$ cat config.mk
export PLATFORM = sky130hd
export DESIGN_NAME = nco_phase_gen_flat
export DESIGN_NICKNAME = d
export VERILOG_FILES = /design/src/rtl/nco_phase_gen_if.sv /design/src/rtl/nco_phase_gen.sv /design/src/flat_wrapper.sv
export SDC_FILE = /design/constraint.sdc
export NUM_CORES = 1
export LEC_CHECK = 0
export CELL_PAD_IN_SITES_DETAIL_PLACEMENT = 2
export CELL_PAD_IN_SITES_GLOBAL_PLACEMENT = 2
export CORE_MARGIN = 4
export CORE_UTILIZATION = 34
export CTS_CLUSTER_SIZE = 12
export DETAILED_ROUTE_END_ITERATION = 16
export GPL_ROUTABILITY_DRIVEN = 0
export GPL_TIMING_DRIVEN = 0
export PLACE_DENSITY = 0.75
export SETUP_SLACK_MARGIN = 0.15
export SLEW_MARGIN = 10
export SYNTH_ARGS = -nofsm -noshare
export SYNTH_HDL_FRONTEND = slang
export SYNTH_SLANG_ARGS = --single-unit
$ cat constraint.sdc
create_clock -name i_clk -period 4 [get_ports i_clk]
set_input_delay 1.2 -clock i_clk [delete_from_list [all_inputs] [get_ports i_clk]]
set_output_delay 1.2 -clock i_clk [all_outputs]
set_load 0.01 [all_outputs]
$ cat src/rtl/nco_phase_gen_if.sv
// -----------------------------------------------------------------------------
// nco_phase_gen_if
// Frequency-word handshake between a tuning source and nco_phase_gen.
//   i_fw        : frequency (tuning) word, unsigned, AW bits
//   i_fw_valid  : i_fw is valid
//   o_fw_ready  : the NCO can accept a frequency word
// The master modport is the source of tuning words; the slave modport is
// the NCO.
// -----------------------------------------------------------------------------
interface nco_phase_gen_if #(
  parameter int AW = 32
);
  logic [AW-1:0] i_fw;
  logic          i_fw_valid;
  logic          o_fw_ready;

  modport master (
    output i_fw,
    output i_fw_valid,
    input  o_fw_ready
  );

  modport slave (
    input  i_fw,
    input  i_fw_valid,
    output o_fw_ready
  );
endinterface

$ cat src/rtl/nco_phase_gen.sv
// -----------------------------------------------------------------------------
// nco_phase_gen
// Numerically controlled phase generator feeding the sine/cosine phase inputs
// of a pair of quarter-wave lookups. A wide accumulator is truncated to PW
// bits; the cosine phase is the sine phase advanced by a quarter turn. New
// tuning words are captured through a valid/ready handshake and loaded into
// the active word only at an accumulator wrap, so the phase stays continuous.
//
// Parameters
//   AW : accumulator width (AW > PW)
//   PW : output phase width (matches the lookup phase width)
// Ports
//   i_clk        : clock, rising edge
//   i_reset_n    : asynchronous reset, active-low
//   i_ce         : clock enable for the accumulator
//   fw_if        : frequency-word handshake (slave side)
//   i_poff       : static phase offset added to both outputs
//   o_sin_phase  : sine phase word
//   o_cos_phase  : cosine phase word (sine + 2^(PW-2))
//   o_wrap       : accumulator carried out on this update
//   o_valid      : phase outputs were updated on the last edge
//
// Build option
//   NCO_DITHER_EN : when defined, a 16-bit Galois LFSR adds phase dither
//                   below the truncation point (outputs only; the
//                   accumulator and o_wrap are unaffected).
// -----------------------------------------------------------------------------
module nco_phase_gen #(
  parameter int AW = 32,
  parameter int PW = 12
) (
  input  logic          i_clk,
  input  logic          i_reset_n,
  input  logic          i_ce,
  nco_phase_gen_if.slave fw_if,
  input  logic [PW-1:0] i_poff,
  output logic [PW-1:0] o_sin_phase,
  output logic [PW-1:0] o_cos_phase,
  output logic          o_wrap,
  output logic          o_valid
);

  localparam logic [PW-1:0] QUARTER = {2'b01, {(PW-2){1'b0}}};

  typedef enum logic {
    ST_IDLE = 1'b0,
    ST_PEND = 1'b1
  } state_t;

  state_t        state_q, state_d;
  logic [AW-1:0] acc_q, acc_d;
  logic [AW-1:0] fw_act_q, fw_act_d;
  logic [AW-1:0] fw_pend_q, fw_pend_d;
  logic [PW-1:0] sin_q, sin_d;
  logic [PW-1:0] cos_q, cos_d;
  logic          wrap_q, wrap_d;
  logic          valid_q, valid_d;

  logic [AW:0]   sum;
  logic          carry;
  logic          xfer;
  logic          apply;
  logic [AW-1:0] dith;

  // Top PW bits of the new accumulator value after adding the dither term.
  // With dither disabled the term is zero and this is plain truncation.
  function automatic logic [PW-1:0] phase_word(input logic [AW-1:0] nxt,
                                               input logic [AW-1:0] dv);
    logic [AW-1:0] s;
    s = nxt + dv;
    return s[AW-1 -: PW];
  endfunction

`ifdef NCO_DITHER_EN
  localparam int DW = ((AW - PW) < 16) ? (AW - PW) : 16;

  logic [15:0] lfsr_q, lfsr_d;

  // Right-shifting Galois form of x^16+x^14+x^13+x^11+1.
  function automatic logic [15:0] lfsr_step(input logic [15:0] s);
    return s[0] ? ((s >> 1) ^ 16'hB400) : (s >> 1);
  endfunction

  always_comb begin
    lfsr_d = lfsr_q;
    if (i_ce) begin
      lfsr_d = lfsr_step(lfsr_q);
    end
  end

  always_ff @(posedge i_clk or negedge i_reset_n) begin
    if (!i_reset_n) begin
      lfsr_q <= 16'hACE1;
    end else begin
      lfsr_q <= lfsr_d;
    end
  end

  assign dith = {{(AW-DW){1'b0}}, lfsr_q[DW-1:0]};
`else
  assign dith = '0;
`endif

  assign sum   = {1'b0, acc_q} + {1'b0, fw_act_q};
  assign carry = sum[AW];
  assign xfer  = fw_if.i_fw_valid && (state_q == ST_IDLE);
  // A stalled accumulator (fw_act == 0) never wraps, so the pending word is
  // loaded on the next edge regardless of i_ce.
  assign apply = (state_q == ST_PEND) &&
                 ((i_ce && carry) || (fw_act_q == '0));

  always_comb begin
    state_d   = state_q;
    acc_d     = acc_q;
    fw_act_d  = fw_act_q;
    fw_pend_d = fw_pend_q;
    sin_d     = sin_q;
    cos_d     = cos_q;
    wrap_d    = 1'b0;
    valid_d   = 1'b0;

    // Accumulator advances with the word that was active before this edge,
    // even on the edge that loads a new one.
    if (i_ce) begin
      acc_d   = sum[AW-1:0];
      wrap_d  = carry;
      valid_d = 1'b1;
      sin_d   = phase_word(sum[AW-1:0], dith) + i_poff;
      cos_d   = sin_d + QUARTER;
    end

    // A capture while IDLE is never applied on the same edge, so a transfer
    // coinciding with a wrap waits for the following wrap.
    case (state_q)
      ST_IDLE: begin
        if (xfer) begin
          fw_pend_d = fw_if.i_fw;
          state_d   = ST_PEND;
        end
      end
      ST_PEND: begin
        if (apply) begin
          fw_act_d = fw_pend_q;
          state_d  = ST_IDLE;
        end
      end
      default: state_d = ST_IDLE;
    endcase
  end

  always_ff @(posedge i_clk or negedge i_reset_n) begin
    if (!i_reset_n) begin
      state_q   <= ST_IDLE;
      acc_q     <= '0;
      fw_act_q  <= '0;
      fw_pend_q <= '0;
      sin_q     <= '0;
      cos_q     <= '0;
      wrap_q    <= 1'b0;
      valid_q   <= 1'b0;
    end else begin
      state_q   <= state_d;
      acc_q     <= acc_d;
      fw_act_q  <= fw_act_d;
      fw_pend_q <= fw_pend_d;
      sin_q     <= sin_d;
      cos_q     <= cos_d;
      wrap_q    <= wrap_d;
      valid_q   <= valid_d;
    end
  end

  assign fw_if.o_fw_ready = (state_q == ST_IDLE);
  assign o_sin_phase      = sin_q;
  assign o_cos_phase      = cos_q;
  assign o_wrap           = wrap_q;
  assign o_valid          = valid_q;

endmodule

$ cat src/flat_wrapper.sv
// flat-port wrapper written by rule: the top's interface ports become plain ports
module nco_phase_gen_flat 
#(
  parameter int AW = 32,
  parameter int PW = 12
)
  (i_clk, i_reset_n, i_ce, i_poff, o_sin_phase, o_cos_phase, o_wrap, o_valid, fw_if_i_fw, fw_if_i_fw_valid, fw_if_o_fw_ready);
  nco_phase_gen_if #(.AW(AW)) fw_if_i ();
  input  logic i_clk;
  input  logic i_reset_n;
  input  logic i_ce;
  input  logic [PW-1:0] i_poff;
  output logic [PW-1:0] o_sin_phase;
  output logic [PW-1:0] o_cos_phase;
  output logic o_wrap;
  output logic o_valid;
  input wire logic [$bits(fw_if_i.i_fw)-1:0] fw_if_i_fw;
  input wire logic [$bits(fw_if_i.i_fw_valid)-1:0] fw_if_i_fw_valid;
  output wire logic [$bits(fw_if_i.o_fw_ready)-1:0] fw_if_o_fw_ready;
  assign fw_if_i.i_fw = fw_if_i_fw;
  assign fw_if_i.i_fw_valid = fw_if_i_fw_valid;
  assign fw_if_o_fw_ready = fw_if_i.o_fw_ready;
  nco_phase_gen #(.AW(AW), .PW(PW)) u_core (.i_clk(i_clk), .i_reset_n(i_reset_n), .i_ce(i_ce), .fw_if(fw_if_i), .i_poff(i_poff), .o_sin_phase(o_sin_phase), .o_cos_phase(o_cos_phase), .o_wrap(o_wrap), .o_valid(o_valid));
endmodule
==> impl_metrics.csv, run 1 <==
group,metric,value,unit
run_status,status,"complete, but fails checks",
run_status,violations,"setup timing",
global_route,grt_pass1_vias,5534,
cts,cts_root_buffer,"clkbuf_16",
floorplanning,dieWidth,146,um
yosys,seq_area_frac_synth,43.8,%
sta,finalMaxSlewViolations,0,
yosys,synth-edff-count,0,
critical_path,crit_type,"reg -> reg",
sta,fin_crit_sh,114,%
layout,mostFrequentLayoutCells,"dfrtp_1, mux2_2, clkdlybuf4s50_1, ha_1, buf_4",
layout,nFillCells,1869,
layout,antenna-diode-count,0,
yosys,synthCells,549,
critical_path,endpoint_kind,"flop",
critical_path,worst-path-buf-inv,2,
cts,clk_path_buf_depth,2,
global_route,grt_pass1_wl,29300,um
yosys,syn_area_per_cell,11.8,um2
yosys,synth_warnings,0,
drt,final_antenna_net_count,0,
layout,fin_nets,758,
layout,drive_gt1_share,29.6,%
floorplanning,coreArea,18700,um2
min_path,hold_path.class,"reg -> reg",
sta,finalClockSkew,8.61,ps
sta,rsz0062_at_grt,"yes",
sta,setup_viol,6,
sta,period_needed,4550,ps
yosys,ys_ff_latch,113,
placement,dpl.hpwl,13000,um
cts,path_clk_slew,50,ps
layout,area_delta_synth_final,31.1,%
critical_path,crit_chain,"ha_2 -> inv_2 -> fa_2 -> nor2b_2 -> o21ai_2 -> a21boi_2 -> or3_4 -> a41o_4 -> a21oi_4 -> xnor2_2 -> ha_2 -> inv_2 -> fa_2 -> nor2b_4 -> o21ai_4 -> a21oi_2 -> o41a_1 -> nor2_1 -> a311o_1 -> xnor2_2 -> xnor3_1 -> mux2_4",
floorplanning,dieHeight,146,um
critical_path,startpoint_type,"flop",
floorplanning,io_pins,75,
critical_path,cp_slowest_cell,"dfrtp_1",
yosys,synth_nets,642,
sta,worst_slew_pin_slew,1000,ps
yosys,syn_area,6450,um2
cts,clkLatencyLatePin,420,ps
yosys,synth.distinct_cells,63,
sta,max_freq,0.220,GHz
drt,vias_per_cell,5.22,
cts,cts.sinks,113,
layout,final_cell_area,8460,um2
drt,drt_iter0_drc,87,
yosys,async_flop_share,100,%
global_route,grt_use_total,17.3,%
sta,fin_ws,-548,ps
drt,wl,18100,um
sta,maxSlewHeadroom,33.1,%
floorplanning,initial_utilization,34.5,%
critical_path,crit_required,4300,ps
global_route,grt_max_degree,58,
drt,vias,4746,
critical_path,arrival,4840,ps
drt,drt-pass1-iter-count,4,
cts,cts_inserted_buffers,17,
drt,drc,0,
global_route,grt_antenna_before_repair,0,
flow_run,max_cap_violations,0,
sta,hold_viol,0,
cts,htree_levels,4,
critical_path,cp_top_family,"compound AO/OA/AOI/OAI gates",
floorplanning,dieArea,21300,um2
placement,dpl_cell_area,7530,um2
floorplanning,rows,50,
layout,layout_commonest_cell,"dfrtp_1",
placement,io_buffer_count,74,
critical_path,slowest_delay,390,ps
global_route,grt.overflow.total,0,
drt,wl_per_cell,19.9,um
yosys,synthFlopType,"dfrtp_1",
cts,tritoncts,"yes",
critical_path,crit_fanout,3,
==> metal layers <==
layer | wire length (um) | global-route usage [%] | vias to the layer above
li1 | - | - | 2225
met1 | 7490 | 19.4 | 2435
met2 | 9880 | 32.8 | 71
met3 | 536 | 4.11 | 15
met4 | 206 | 4.27 | 0
met5 | 0 | 0 | -
==> cell type report <==
| class | count | area, um2 | share of cell area [%] |
|---|---|---|---|
| inverters | 21 | 78.8 | 0.932 |
| repair buffers | 97 | 942 | 11.1 |
| plain buffers | 27 | 183 | 2.16 |
| clock buffers | 24 | 492 | 5.81 |
| well taps | 234 | 293 | 3.46 |
| multi-input cells | 388 | 3570 | 42.1 |
| clock inverters | 6 | 80.1 | 0.946 |
| flip-flops and latches | 113 | 2830 | 33.4 |
==> logic make-up (layout without fill, tap and decap cells) <==
| family | after synthesis | in the layout | share of synthesized area [%] |
|---|---|---|---|
| xor gates and xnor gates | 39 | 39 | 5.62 |
| and+or+nand+nor | 89 | 89 | 6.88 |
| AOI/OAI and AO/OA | 113 | 113 | 12.9 |
| adders and majority gates | 45 | 45 | 8.96 |
| buffers and inverters | 48 | 175 | 4.03 |
| muxes | 102 | 102 | 17.8 |
| DFF | 113 | 113 | 43.8 |
==> registers in the layout, indices dropped and copies added, names as in the netlist <==
name	flops
u_core.o_wrap	1
u_core.o_cos_phase	12
u_core.o_sin_phase	2
u_core.state_q	1
u_core.fw_pend_q	32
u_core.fw_act_q	32
u_core.acc_q	32
u_core.o_valid	1
==> what timing repair did <==
action                     4_1_cts  5_1_grt
gates resized for setup         21       28
pin swaps                       16       14
gates cloned                     0        0
setup endpoints to repair        9        9
setup buffers                   10       12
hold buffers                     0        0
==> final timing paths <==
check                      slack, ps  cells after the start                              from                            endpoint
setup reg to reg                -550                     22    u_core.fw_act_q[0]$_DFFE_PN0P_  u_core.o_cos_phase[11]$_DFFE_PN0P_
hold reg to reg                  480                      1  u_core.fw_pend_q[14]$_DFFE_PN0P_     u_core.fw_act_q[14]$_DFFE_PN0P_
min in group asynchronous        740                      1                         i_reset_n   u_core.o_cos_phase[9]$_DFFE_PN0P_
hold / removal                   480                      1  u_core.fw_pend_q[14]$_DFFE_PN0P_     u_core.fw_act_q[14]$_DFFE_PN0P_
setup / recovery                -550                     22    u_core.fw_act_q[0]$_DFFE_PN0P_  u_core.o_cos_phase[11]$_DFFE_PN0P_
max in group asynchronous       2570                      2                         i_reset_n     u_core.fw_act_q[12]$_DFFE_PN0P_
==> cells in the mapped netlist (10+ instances only) <==
cell / count / area (um2)
a21o_1: 17 / 128
a21oi_1: 31 / 155
buf_4: 11 / 82.6
clkbuf_1: 10 / 37.5
dfrtp_1: 113 / 2830
ha_1: 43 / 538
inv_1: 21 / 78.8
mux2_1: 21 / 236
mux2_2: 77 / 867
nand2_1: 16 / 60.1
nor2_1: 29 / 109
o21ai_0: 15 / 75.1
xnor2_1: 28 / 245
==> metrics by stage <==
stage	setup slack (ps)	hold WS [ps]	std cells	setup TNS, ps	util [%]
floorplan	-313	454	549	-313	-
global placement	-2760	466	857	-313080	40.1
detailed placement	-961	475	858	-3220	40.3
CTS	-564	488	898	-1240	44.2
global route	-772	505	910	-2760	45.2
finish	-548	481	910	-1420	45.2
Power of run 1 is not shown: default switching activity piles up to over one toggle a cycle in this logic, so the estimate is an artifact.
==> run 2, diff against run 1 <==
- HOLD_SLACK_MARGIN: unset -> 0.1
==> results of run 2 <==
No change in the layout: final DEF, timing and power equal those of run 1.
Power of run 2 is left out for the same reason.
==> variant: new RTL, settings of run 1 <==
`AW` is set to 32 in 3 places; all go to 64.
--- a/src/rtl/nco_phase_gen_if.sv
+++ b/src/rtl/nco_phase_gen_if.sv
@@ -9,5 +9,5 @@
 // -----------------------------------------------------------------------------
 interface nco_phase_gen_if #(
-  parameter int AW = 32
+  parameter int AW = 64
 );
   logic [AW-1:0] i_fw;
--- a/src/rtl/nco_phase_gen.sv
+++ b/src/rtl/nco_phase_gen.sv
@@ -27,5 +27,5 @@
 // -----------------------------------------------------------------------------
 module nco_phase_gen #(
-  parameter int AW = 32,
+  parameter int AW = 64,
   parameter int PW = 12
 ) (
--- a/src/flat_wrapper.sv
+++ b/src/flat_wrapper.sv
@@ -2,5 +2,5 @@
 module nco_phase_gen_flat 
 #(
-  parameter int AW = 32,
+  parameter int AW = 64,
   parameter int PW = 12
 )
Ports: changed (resized fw_if_i_fw); port bits go from 75 to 107. No check against the original RTL was run, so the function may have changed too.
==> variant against run 1 <==
Non-clock buffer count grew 120. The flow still finishes with violations (setup timing). Largest cell class unchanged. Synthesized area is 96% higher. Design area grew 96%. Setup slack worse by 0.79 ns. Critical endpoint unchanged. Wire length rose by 140%. Utilization hardly changed. Maximum frequency fell by 15%. Sequential cell count increased by 96. Count of clock-buffer cells in the layout up 13. Sequential share of layout area decreased by 1.8 points.
Power is left out: the tool's default activity adds up to more than one toggle a clock period on the data nets, which glitch-free logic cannot reach.
==> variant: results (changes against run 1) <==
avgRoutedWirePerCell_um: 23.4  # +18%
fin_ws_ns: -1.34  # -0.792 ns
clk_latency_ns: 0.53  # +0.11 ns
cts_resized: 97  # +360%
cts.path.max_buffers: 3  # +1
ys_types: 76  # +21%
synth_nets: 1343  # +110%
violations: "setup timing"
status: "finished, violations left"
finalSetupTns_ns: -8.48  # -7.06 ns
grt_pass1_vias: 11343  # +100%
layout-drive-gt1-share: 0.273  # -0.0229
startpoint: "u_core.fw_act_q[17]"
r2r.worst_path.cells: 21  # -4.5%
setup_violations: 11  # +5
grt_max_degree: 94  # +62%
hpwl_um: 29500  # +130%
synth_commonest_cells: "209 x dfrtp_1, 121 x mux2_2, 93 x a21oi_1"
fin_nets: 1547  # +100%
yosys-top-cells-area: "dfrtp_1 41%, mux2_2 11%, ha_1 7.4%, mux2_1 5.7%, a21oi_1 3.7%"
nFillCells: 3767  # +100%
seq_area_frac_synth: 0.414  # -0.0237
rr_startpoint: "u_core.fw_act_q[17]"
skew_ns: 0.0183  # +0.00969 ns
htreeDepth: 1  # -3
synthAdderAreaFrac: 0.0775  # -0.0120
cp_slowest_cell: "o41ai_4"
==> variant: cell count changes in the layout (fill, tap and decap cells not counted), moves of 32 or more <==
| cell | change |
|---|---|
| dfrtp_1 | +92 |
| nand2_1 | +58 |
| a21oi_1 | +53 |
| mux2_1 | +43 |
| mux2_2 | +38 |
| buf_4 | +34 |
| clkdlybuf4s50_1 | +32 |
==> variant: how the worst min path moves through the flow <==
stage,start,to,slack (ns),cells after the start
detailed placement,u_core.fw_pend_q[19],u_core.fw_act_q[19],0.48,1
global placement,u_core.o_cos_phase[10],u_core.o_cos_phase[10],0.47,1
CTS,u_core.fw_pend_q[36],u_core.fw_act_q[36],0.49,1
finish,u_core.fw_pend_q[36],u_core.fw_act_q[36],0.48,1
floorplan,u_core.acc_q[49],u_core.acc_q[49],0.46,2
global route,u_core.fw_pend_q[36],u_core.fw_act_q[36],0.51,1
==> variant: layer usage <==
| metal | share of wire | GRT usage | routed length (um) |
|---|---|---|---|
| met1 | 0.45 | 0.273 | 19900 |
| met2 | 0.49 | 0.355 | 21500 |
| met3 | 0.033 | 0.0296 | 1440 |
| met4 | 0.024 | 0.0445 | 1070 |
| met5 | 0 | 0 | 0 |
==> variant: cell type report <==
cell class / instances / area share
flip-flops and latches: 209 / 0.316
plain buffers: 67 / 0.0246
clock buffers: 37 / 0.0435
multi-input cells: 881 / 0.465
inverters: 29 / 0.00657
well taps: 468 / 0.0354
repair buffers: 177 / 0.103
clock inverters: 7 / 0.00544
==> variant: logic make-up after synthesis <==
logic type	Yosys count
XOR/XNOR	68
AND/OR/NAND/NOR	262
multiplexers	186
AO/OA/AOI/OAI	288
buffers and inverters	96
adder cells (fa/ha/maj)	77
flip-flops	209
==> variant: stage by stage <==
| stage | util | worst slack [ns] | area (sq um) | hold slack, ns | std cells |
|---|---|---|---|---|---|
| floorplan | - | -0.684 | 12700 | 0.456 | 1186 |
| global placement | 0.392 | -7.65 | 14300 | 0.467 | 1760 |
| detailed placement | 0.393 | -1.78 | 14400 | 0.476 | 1762 |
| CTS | 0.438 | -1.15 | 16000 | 0.486 | 1858 |
| global route | 0.452 | -1.59 | 16600 | 0.507 | 1875 |
| finish | 0.452 | -1.34 | 16600 | 0.476 | 1875 |
==> variant: worst register-to-register path, stage by stage (launching register included) <==
cell and delay, ns:
dfrtp_1 0.41, ha_1 0.33, buf_6 0.15, and2_4 0.17, a2111oi_4 0.37, o21ai_2 0.16
o2111ai_4 0.30, a211oi_4 0.14, o41ai_4 0.52, o21bai_1 0.16, xnor2_2 0.23, ha_4 0.26
a21oi_4 0.19, o211ai_1 0.15, nor4_2 0.44, o31ai_2 0.16, a21oi_2 0.20, xnor2_2 0.15
xor2_1 0.17, buf_4 0.15, mux2_4 0.29, o221ai_2 0.15
